File: config.mk
export PLATFORM = sky130hd
export DESIGN_NAME = ones_run_tx
export DESIGN_NICKNAME = d
export VERILOG_FILES = /design/src/rtl/ones_run_tx.sv
export SDC_FILE = /design/constraint.sdc
export NUM_CORES = 1
export LEC_CHECK = 0
export ABC_AREA = 1
export ABC_CLOCK_PERIOD_IN_PS = 3050
export CAP_MARGIN = 10
export CORE_ASPECT_RATIO = 0.6
export CORE_MARGIN = 3
export CORE_UTILIZATION = 45
export DETAILED_ROUTE_END_ITERATION = 12
export PLACE_DENSITY = 0.78
export SKIP_CTS_REPAIR_TIMING = 1
export SYNTH_ARGS = -nofsm -noshare
export SYNTH_HDL_FRONTEND = slang
export SYNTH_SLANG_ARGS = --single-unit
File: constraint.sdc
create_clock -name clock -period 3.05 [get_ports clock]
set_clock_uncertainty 0.1 [all_clocks]
set_input_delay 0.7625 -clock clock [delete_from_list [all_inputs] [get_ports clock]]
set_output_delay 0.7625 -clock clock [all_outputs]
set_load 0.005 [all_outputs]
File: src/rtl/ones_run_tx.sv
// Serial stimulus transmitter: a gap of zeros, a run of ones, then one terminating zero.
// Alongside the stream, expect_y predicts a Moore three-ones detector fed x_out on the same clock.
module ones_run_tx #(
    parameter int CNT_W = 4
) (
    input  logic             clock,
    input  logic             reset,
    input  logic             start,
    input  logic [CNT_W-1:0] run_len,
    input  logic [CNT_W-1:0] gap_len,
    output logic             busy,
    output logic             done,
    output logic             x_out,
    output logic             expect_y
);

    typedef enum logic [1:0] {
        IDLE = 2'd0,
        GAP  = 2'd1,
        RUN  = 2'd2,
        TAIL = 2'd3
    } state_t;

    localparam logic [CNT_W-1:0] ONE = {{(CNT_W-1){1'b0}}, 1'b1};

    // Handshake: start is accepted only on an edge where the FSM is IDLE (busy=0);
    // any start seen while busy is dropped, never queued.
    state_t           state, next_state;
    logic [CNT_W-1:0] cnt, cnt_next;
    logic [CNT_W-1:0] run_q, run_q_next;
    logic [1:0]       ones_cnt, ones_next;
    logic             busy_next, done_next, x_next, y_next;

    // State register, counters and registered outputs
    always_ff @(posedge clock or negedge reset) begin
        if (!reset) begin
            state    <= IDLE;
            cnt      <= '0;
            run_q    <= '0;
            ones_cnt <= 2'd0;
            busy     <= 1'b0;
            done     <= 1'b0;
            x_out    <= 1'b0;
            expect_y <= 1'b0;
        end else begin
            state    <= next_state;
            cnt      <= cnt_next;
            run_q    <= run_q_next;
            ones_cnt <= ones_next;
            busy     <= busy_next;
            done     <= done_next;
            x_out    <= x_next;
            expect_y <= y_next;
        end
    end

    // cnt holds the cycles remaining in GAP/RUN after the current one
    always_comb begin
        next_state = state;
        cnt_next   = cnt;
        run_q_next = run_q;
        case (state)
            IDLE: begin
                if (start) begin
                    run_q_next = run_len;
                    if (gap_len != '0) begin
                        next_state = GAP;
                        cnt_next   = gap_len - ONE;
                    end else if (run_len != '0) begin
                        next_state = RUN;
                        cnt_next   = run_len - ONE;
                    end else begin
                        next_state = TAIL;
                        cnt_next   = '0;
                    end
                end
            end
            GAP: begin
                if (cnt == '0) begin
                    if (run_q != '0) begin
                        next_state = RUN;
                        cnt_next   = run_q - ONE;
                    end else begin
                        next_state = TAIL;
                    end
                end else begin
                    cnt_next = cnt - ONE;
                end
            end
            RUN: begin
                if (cnt == '0) begin
                    next_state = TAIL;
                end else begin
                    cnt_next = cnt - ONE;
                end
            end
            TAIL: begin
                next_state = IDLE;
            end
            default: begin
                next_state = IDLE;
            end
        endcase
    end

    // Outputs are registered from next_state so they line up with the state they describe
    always_comb begin
        x_next    = (next_state == RUN);
        busy_next = (next_state != IDLE);
        done_next = (state == TAIL);
        if (x_out) begin
            ones_next = (ones_cnt == 2'd3) ? 2'd3 : ones_cnt + 2'd1;
        end else begin
            ones_next = 2'd0;
        end
        y_next = (ones_next == 2'd3);
    end

endmodule

==> results by group, run 1 <==
Status
  • Outcome: completed

Clock tree
  • Clk Tree Root Cell: clkbuf_8
  • H-tree Lvls: 1
  • Clk buf depth: 2
  • TritonCTS Sinks: 16
  • CTS Buf Count: 3
  • Clk pin slew, worst setup/hold paths: 0.06 ns
  • CTS tree: done
  • Latest clock arrival within the worst-skew pair: 0.25 ns

Synth
  • Netlist cell types: 18
  • Top-area cell type share of the netlist area: 0.353
  • Seq/Total Area, Yosys: 0.353
  • Synth Instances: 160
  • YS warnings: 0
  • Mapped Area: 0.00113 mm2
  • Top cells by area, synth: dfrtp_1, nand2_1, ha_1
  • Area leader, netlist: dfrtp_1
  • Synth Register Bits: 16
  • Mapped Nets: 180
  • Mean post-synth cell area: 7.09 um2

Timing
  • Count of final setup violators: 0
  • RSZ-0062 raised after global routing: no
  • Worst slew pin tran: 0.734 ns
  • Fin. max-slew vios: 0
  • Crit share post-route: 0.692
  • Setup TNS: 0 ns
  • Worst relative slew slack: 0.509
  • Fmax: 0.474 GHz
  • Final hold viol count: 0
  • Tmin final: 2.11 ns

Critical path
  • Flop2flop setup slack: 1.35 ns
  • Reg-to-reg startpoint: state[1]$_DFF_PN0_
  • WP data arrival: 2.15 ns
  • Critical path endpoint: busy$_DFF_PN0_
  • Crit. path cell count: 10
  • Crit. End Element: register
  • Slowest library cell on the worst path: clkdlybuf4s50_1
  • Critical path class: in2reg
  • Cell mode on critical path: nand2_1
  • Worst EP required: 3.09 ns
  • Worst Path Buf+Inv: 2
  • Critical path startpoint category: primary input
  • Worst setup path startpoint: gap_len[0]
  • FF-to-FF End: cnt[0]$_DFFE_PN0P_
  • CP Max Fanout: 4
  • Crit path max-delay family: simple AND/OR/NAND/NOR gates
  • CP cell instances: clkdlybuf4s50_1, inv_1, ha_1, nand3_2, nor2_1, nand2_1, o21ai_0, nand2_1, nand2_1, nand2_1
  • R2R depth: 11
  • CP max stage delay: 0.40 ns

Place
  • DP Area: 0.00131 mm2
  • Port Buf Inserts: 14
  • DP Wirelength: 2090 um
  • Placer Congestion: 0.873

Power and ir drop
  • Int Pwr: 670 uW
  • Sequential share of power: 0.304
  • Switching Fraction: 0.448
  • Combinational power share: 0.542
  • Sw power: 543 uW
  • Cell area power density: 887 mW/mm2
  • Power share of the clock group: 0.154
  • Worst VDD drop: 330 uV
  • Lkg Pwr: 0.000732 uW

Floorplan
  • Placeable Area: 0.00228 mm2
  • Die ar.: 0.00318 mm2
  • Num ports: 15
  • Starting Density: 0.498
  • Die W: 70.8 um
  • Die Height: 44.9 um
  • Rows: 13

Global routing
  • Initial antenna violation count: 0
  • GR Util All Layers: 0.172
  • Number of global-route vias before repair: 1001
  • First-pass GRT wire length: 4280 um
  • Congestion Overflow GR: 0
  • Pin count of the biggest net entering global routing: 17

Routing
  • Routed WL: 2530 um
  • 1st-pass router iterations: 4
  • Via count: 1045
  • Routed vias/inst: 5.02
  • Detail Route Antenna Nets: 0
  • 1st-iter DRT viols: 59
  • Drt drc: 0
  • WL per Instance: 12.1 um

Finish
  • Most frequent cells in the layout: nand2_1, inv_1, nand3_1
  • Synth-to-layout area growth: 20.5%
  • Layout Nets: 199
  • Commonest non-fill, non-tap cell in the layout: nand2_1
  • Cell area after layout: 0.00137 mm2
  • Antenna diodes: 0
  • Share of cells above drive strength 1: 0.0899

Hold path
  • Min-delay worst type: reg2reg

Job
  • MaxCap Viol Count: 0
-- metal layers --
metal | global-route usage | share of wire
met1 | 0.229 | 0.45
met2 | 0.291 | 0.46
met3 | 0.0400 | 0.090
met4 | 0.0375 | 0
met5 | 0 | 0
-- cells by family (layout without fill, tap and decap cells) --
logic type | count (synthesis) | after routing | share of synthesized area
compound gates | 18 | 18 | 0.0893
xor+xnor | 3 | 3 | 0.0232
fa+ha+maj | 9 | 9 | 0.0992
buf+inv | 29 | 47 | 0.100
flops | 16 | 16 | 0.353
simple gates | 85 | 85 | 0.335
-- final cells by class --
| type | count | area [um2] |
|---|---|---|
| sequential | 16 | 400 |
| clock buffer | 4 | 55.1 |
| inverter | 29 | 114 |
| fill | 208 | 910 |
| tap | 30 | 37.5 |
| multi-input combinational | 115 | 621 |
| timing repair buffer | 14 | 140 |
-- power groups by stage --
stage	clock (uW)	combinational, uW	sequential [uW]
2_1_floorplan	0	491	354
3_3_place_gp	0	631	368
3_5_place_dp	0	651	373
4_1_cts	193	659	369
5_1_grt	202	749	380
6_report	186	658	369
-- synth_stat cells --
library cell,n
dfrtp_1,16
ha_1,9
nor2_2,2
a21oi_1,6
nand2_1,46
o21ai_1,1
nor2_1,12
xor2_1,1
nand3_1,20
nand2_2,1
inv_1,27
xnor2_1,2
inv_4,2
nand2_4,3
a21oi_2,2
o21ai_0,8
o21ai_2,1
nand3_2,1
-- sequential cells by signal, indices dropped and copies added, names as in the netlist --
name / cells
cnt: 4
run_q: 4
ones_cnt: 2
state: 2
busy: 1
done: 1
expect_y: 1
x_out: 1
-- worst min path at each step --
stage | start | endpoint | slack [ns] | depth (start not counted)
detailed placement | ones_cnt[0]$_DFF_PN0_ | ones_cnt[0]$_DFF_PN0_ | 0.36 | 1
floorplan | ones_cnt[0]$_DFF_PN0_ | ones_cnt[0]$_DFF_PN0_ | 0.33 | 1
global route | ones_cnt[0]$_DFF_PN0_ | ones_cnt[0]$_DFF_PN0_ | 0.39 | 1
global placement | ones_cnt[0]$_DFF_PN0_ | ones_cnt[0]$_DFF_PN0_ | 0.34 | 1
finish | ones_cnt[0]$_DFF_PN0_ | ones_cnt[0]$_DFF_PN0_ | 0.36 | 1
CTS | ones_cnt[0]$_DFF_PN0_ | ones_cnt[0]$_DFF_PN0_ | 0.37 | 1
-- per-stage QoR --
step / total power [uW] / util / hold WS, ns / setup WS [ns] / cells
after global routing: 1330 / 0.601 / 0.394 / 0.771 / 208
after global placement: 999 / 0.576 / 0.338 / 0.785 / 204
after floorplan: 845 / - / 0.329 / 1.25 / 160
final: 1210 / 0.601 / 0.364 / 0.940 / 208
after detailed placement: 1020 / 0.576 / 0.363 / 0.681 / 204
after CTS: 1220 / 0.601 / 0.371 / 0.944 / 208
(Power assumes the default switching activity.)
==> inputs of run 2 (changes only) <==
ABC_CLOCK_PERIOD_IN_PS = 1900   (was 3050)
PLACE_DENSITY = 0.81   (was 0.78)
clock period = 1.9 ns   (was 3.05 ns; I/O delays follow)
==> run 2 against run 1 <==
Utilization rose by 0.60 points; sequential share of layout area fell by 0.29 points; wire length rose by 4.6%; global-route usage rose by 1.8 points; clock power rose by 37%.
==> results by group, run 2 (same netlist as run 1, synthesis figures left out) <==
Power and ir drop
  • Sw power: 899 uW
  • Combinational power share: 0.564
  • Cell area power density: 1400 mW/mm2
  • Switching Fraction: 0.463
  • Power share of the clock group: 0.131
  • Power Total: 1940 uW
  • Sequential share of power: 0.305
  • Worst VDD drop: 537 uV
  • Int Pwr: 1040 uW
  • Lkg Pwr: 0.000738 uW

Critical path
  • Worst Path Buf+Inv: 2
  • Critical path class: in2reg
  • CP max stage delay: 0.40 ns
  • Slowest library cell on the worst path: clkdlybuf4s50_1
  • Crit. End Element: register
  • Critical path startpoint category: primary input
  • Worst EP required: 1.94 ns
  • CP Max Fanout: 4
  • WP data arrival: 1.81 ns
  • CP cell instances: clkdlybuf4s50_1, inv_1, ha_2, nand2_1, nor2_2, nand3_1, a21oi_1, o21ai_2
  • Crit path max-delay family: buffers and inverters

Hold path
  • Min-delay worst type: reg2reg

Routing
  • WL per Instance: 12.6 um
  • Routed WL: 2640 um
  • 1st-pass router iterations: 4
  • 1st-iter DRT viols: 72
  • Detail Route Antenna Nets: 0
  • Via count: 1077
  • Routed vias/inst: 5.13
  • Drt drc: 0

Timing
  • Fin. max-slew vios: 0
  • Worst relative slew slack: 0.829
  • RSZ-0062 raised after global routing: no
  • Fmax: 0.564 GHz
  • Count of final setup violators: 0
  • Worst slew pin tran: 0.257 ns
  • Fin worst setup slack: 0.128 ns
  • Crit share post-route: 0.933
  • Hold slack: 0.355 ns
  • Final hold viol count: 0
  • Tmin final: 1.77 ns

Clock tree
  • TritonCTS Sinks: 16
  • Clk Tree Root Cell: clkbuf_8
  • Clk buf depth: 2
  • Latest clock arrival within the worst-skew pair: 0.25 ns
  • H-tree Lvls: 1
  • CTS Buf Count: 3
  • CTS tree: done
  • Clk pin slew, worst setup/hold paths: 0.06 ns

Global routing
  • First-pass GRT wire length: 4550 um
  • Number of global-route vias before repair: 1002
  • Pin count of the biggest net entering global routing: 17
  • Congestion Overflow GR: 0
  • GR Util All Layers: 0.190
  • Initial antenna violation count: 0

Floorplan
  • Starting Density: 0.498
  • Rows: 13
  • Placeable Area: 0.00228 mm2
  • Num ports: 15
  • Die ar.: 0.00318 mm2
  • Die Height: 44.9 um
  • Die W: 70.8 um

Place
  • Number of placed cells counting well taps: 207
  • Port Buf Inserts: 14
  • DP Worst Slack: -0.164 ns
  • DP Area: 0.00134 mm2
  • Placer Congestion: 0.983
  • DP Wirelength: 2230 um

Finish
  • Synth-to-layout area growth: 21.7%
  • Antenna diodes: 0
  • Cell area after layout: 0.00138 mm2
  • Layout Nets: 202
  • Commonest non-fill, non-tap cell in the layout: nand2_1
  • FILL cells: 206
  • Share of cells above drive strength 1: 0.111
  • Largest registers: cnt (4), run_q (4)
  • Most frequent cells in the layout: nand2_1, inv_1, nand3_1
  • Non-Filler Instances: 210

Job
  • MaxCap Viol Count: 0

Status
  • Outcome: completed
==> run 2: cell count changes in the layout (fill, tap and decap cells not counted) <==
| cell | change |
|---|---|
| buf_4 | +3 |
| clkbuf_8 | -1 |
| nor2_2 | +1 |
| ha_1 | -1 |
| ha_2 | +1 |
| nor2_1 | -1 |
==> run 2: metrics by stage <==
stage / utilization / TNS [ns]
after floorplan: - / 0
after global placement: 0.586 / -0.187
after detailed placement: 0.586 / -0.750
after CTS: 0.604 / 0
after global routing: 0.607 / 0
final: 0.607 / 0
==> run 2: layout make-up <==
cell class	instances	area, um2	share of cell area
flip-flops and latches	16	400	0.290
multi-input cells	115	626	0.453
well taps	30	37.5	0.0272
inverters	29	114	0.0824
repair buffers	17	163	0.118
clock buffers	3	41.3	0.0299
==> run 2: power by group through the flow <==
stage               clock network (uW)  registers, uW  logic (uW)
floorplan                            0            568         789
global placement                     0            589        1010
detailed placement                   0            596        1080
CTS                                260            590        1090
global route                       274            615        1230
finish                             254            591        1090
==> run 2: per-layer routing <==
layer | routed length [um] | vias to the layer above | global-route usage | part of all wire
li1 | - | 538 | - | -
met2 | 1180 | 37 | 0.295 | 0.45
met4 | 53 | 0 | 0.0674 | 0.020
met5 | 0 | - | 0 | 0
met1 | 1250 | 495 | 0.263 | 0.47
met3 | 159 | 7 | 0.0467 | 0.060
==> run 2: final timing paths <==
kind	endpoint	start	cells past startpoint	slack, ns
worst max-delay path	cnt[1]$_DFFE_PN0P_	gap_len[0]	8	0.13
worst min-delay path	ones_cnt[0]$_DFF_PN0_	ones_cnt[0]$_DFF_PN0_	1	0.36
worst max register to register	cnt[0]$_DFFE_PN0P_	state[1]$_DFF_PN0_	11	0.15
worst min register to register	ones_cnt[0]$_DFF_PN0_	ones_cnt[0]$_DFF_PN0_	1	0.36
max in group asynchronous	run_q[2]$_DFFE_PN0P_	reset	2	1.08
min in group asynchronous	ones_cnt[1]$_DFF_PN0_	reset	2	0.44
==> inputs of run 3 (changes only) <==
ABC_CLOCK_PERIOD_IN_PS = 1830   (was 1900)
PLACE_DENSITY = 0.78   (was 0.81)
SLEW_MARGIN = 20   (was default)
clock period = 1.83 ns   (was 1.9 ns; I/O delays follow)
==> run 3 against run 2 <==
Cell count up 0.95%; critical path depth up 3; register-to-register slack about the same; worst hold slack better by 0.0065 ns; sequential power up 4.2%; non-clock buffer count up 1; clock power up 22%; first-iteration DRC count up 46%; worst setup slack worse by 0.026 ns; sequential cell count unchanged; design area up 2.0%; combinational power up 6%; critical endpoint is now cnt[3]$_DFFE_PN0P_.
==> results by group, run 3 (same netlist as run 1, synthesis figures left out) <==
Global routing
  • Congestion Overflow GR: 0
  • First-pass GRT wire length: 4610 um
  • Pin count of the biggest net entering global routing: 17
  • Number of global-route vias before repair: 999
  • Initial antenna violation count: 0
  • GR Util All Layers: 0.189

Job
  • MaxCap Viol Count: 0

Clock tree
  • Clk pin slew, worst setup/hold paths: 0.06 ns
  • CTS tree: done
  • Latest clock arrival within the worst-skew pair: 0.25 ns
  • CTS Buf Count: 3
  • TritonCTS Sinks: 16
  • H-tree Lvls: 1
  • Clk Tree Root Cell: clkbuf_8
  • Clk buf depth: 2

Critical path
  • WP data arrival: 1.77 ns
  • Worst Path Buf+Inv: 2
  • Worst EP required: 1.87 ns
  • Crit path max-delay family: buffers and inverters
  • CP cell instances: clkdlybuf4s50_1, inv_1, ha_1, nand2_1, nand2_1, nand2_1, nand2_1, nand2_1, a21oi_2, nand2_1, nand2_1
  • R2R depth: 11
  • Critical path class: in2reg
  • CP Max Fanout: 3
  • Flop2flop setup slack: 0.14 ns
  • Cell mode on critical path: nand2_1
  • Slowest library cell on the worst path: clkdlybuf4s50_1
  • CP max stage delay: 0.45 ns
  • Crit. End Element: register
  • Critical path startpoint category: primary input
  • Crit. path cell count: 11

Routing
  • 1st-pass router iterations: 5
  • Detail Route Antenna Nets: 0
  • Routed vias/inst: 4.99
  • Drt drc: 0
  • 1st-iter DRT viols: 105
  • WL per Instance: 12.8 um
  • Via count: 1058
  • Routed WL: 2710 um

Floorplan
  • Die W: 70.8 um
  • Starting Density: 0.498
  • Rows: 13
  • Num ports: 15
  • Die Height: 44.9 um
  • Die ar.: 0.00318 mm2
  • Placeable Area: 0.00228 mm2

Timing
  • Fin. max-slew vios: 0
  • Setup TNS: 0 ns
  • Fmax: 0.578 GHz
  • Worst relative slew slack: 0.846
  • Worst slew pin tran: 0.231 ns
  • Crit share post-route: 0.945
  • Final hold viol count: 0
  • Fin worst setup slack: 0.101 ns
  • Count of final setup violators: 0
  • Tmin final: 1.73 ns

Finish
  • FILL cells: 199
  • Synth-to-layout area growth: 24.1%
  • Most frequent cells in the layout: nand2_1, inv_1, nand3_1
  • Largest registers: cnt (4), run_q (4)
  • Commonest non-fill, non-tap cell in the layout: nand2_1
  • Share of cells above drive strength 1: 0.121
  • Layout Nets: 203
  • Antenna diodes: 0

Place
  • DP Wirelength: 2210 um
  • Placer Congestion: 0.927
  • Port Buf Inserts: 14
  • DP Worst Slack: -0.156 ns

Status
  • Outcome: completed

Power and ir drop
  • Worst VDD drop: 482 uV
  • Cell area power density: 1470 mW/mm2
  • Lkg Pwr: 0.000752 uW

Hold path
  • Min-delay worst type: reg2reg
  • Hold Crit Depth: 1
## run 3: worst paths after layout
path,startpoint,to
max reg2reg,state[1]$_DFF_PN0_,cnt[0]$_DFFE_PN0P_
min in group asynchronous,reset,cnt[0]$_DFFE_PN0P_
min,ones_cnt[0]$_DFF_PN0_,ones_cnt[0]$_DFF_PN0_
max,gap_len[0],cnt[3]$_DFFE_PN0P_
max in group asynchronous,reset,run_q[0]$_DFFE_PN0P_
min reg2reg,ones_cnt[0]$_DFF_PN0_,ones_cnt[0]$_DFF_PN0_
## run 3: worst register-to-register path, stage by stage, from the launching register on
cell and delay, ns:
dfrtp_1 0.40, inv_1 0.16, ha_1 0.22, inv_1 0.08, nor2_1 0.08, nand2_1 0.06
nand2_1 0.10, nand2_4 0.07, nand2_4 0.10, inv_4 0.05, nand3_1 0.07, o21ai_1 0.08
## run 3: final cells by class
cell class                      count  area [um2]  area share
Tap cell                           30        37.5      0.0266
Clock buffer                        4        55.1      0.0391
Timing Repair Buffer               18         170       0.121
Multi-Input combinational cell    115         632       0.448
Sequential cell                    16         400       0.284
Inverter                           29         114      0.0808
## run 3: stage by stage
stage | util | hold WS [ns] | power [uW] | cells | instance area [um2]
after CTS | 0.614 | 0.361 | 2060 | 212 | 1400
after global routing | 0.619 | 0.378 | 2270 | 212 | 1410
after detailed placement | 0.590 | 0.352 | 1740 | 208 | 1340
final | 0.619 | 0.362 | 2070 | 212 | 1410
after global placement | 0.590 | 0.339 | 1670 | 208 | 1340
after floorplan | - | 0.0619 | 1410 | 160 | 1130
## run 3: power breakdown
group | total, uW | leakage [uW] | switching [uW] | internal, uW
Combinational | 1150 | 0.000521 | 701 | 447
Sequential | 616 | 0.000202 | 122 | 494
Clock | 310 | 0.0000288 | 119 | 191
Total | 2070 | 0.000752 | 942 | 1130
## run 3: routing by layer
layer	vias up	wire length, um	track usage
li1	547	-	-
met1	472	1360	0.269
met2	31	1190	0.293
met3	8	113	0.0400
met4	0	40	0.0562
met5	-	0	0
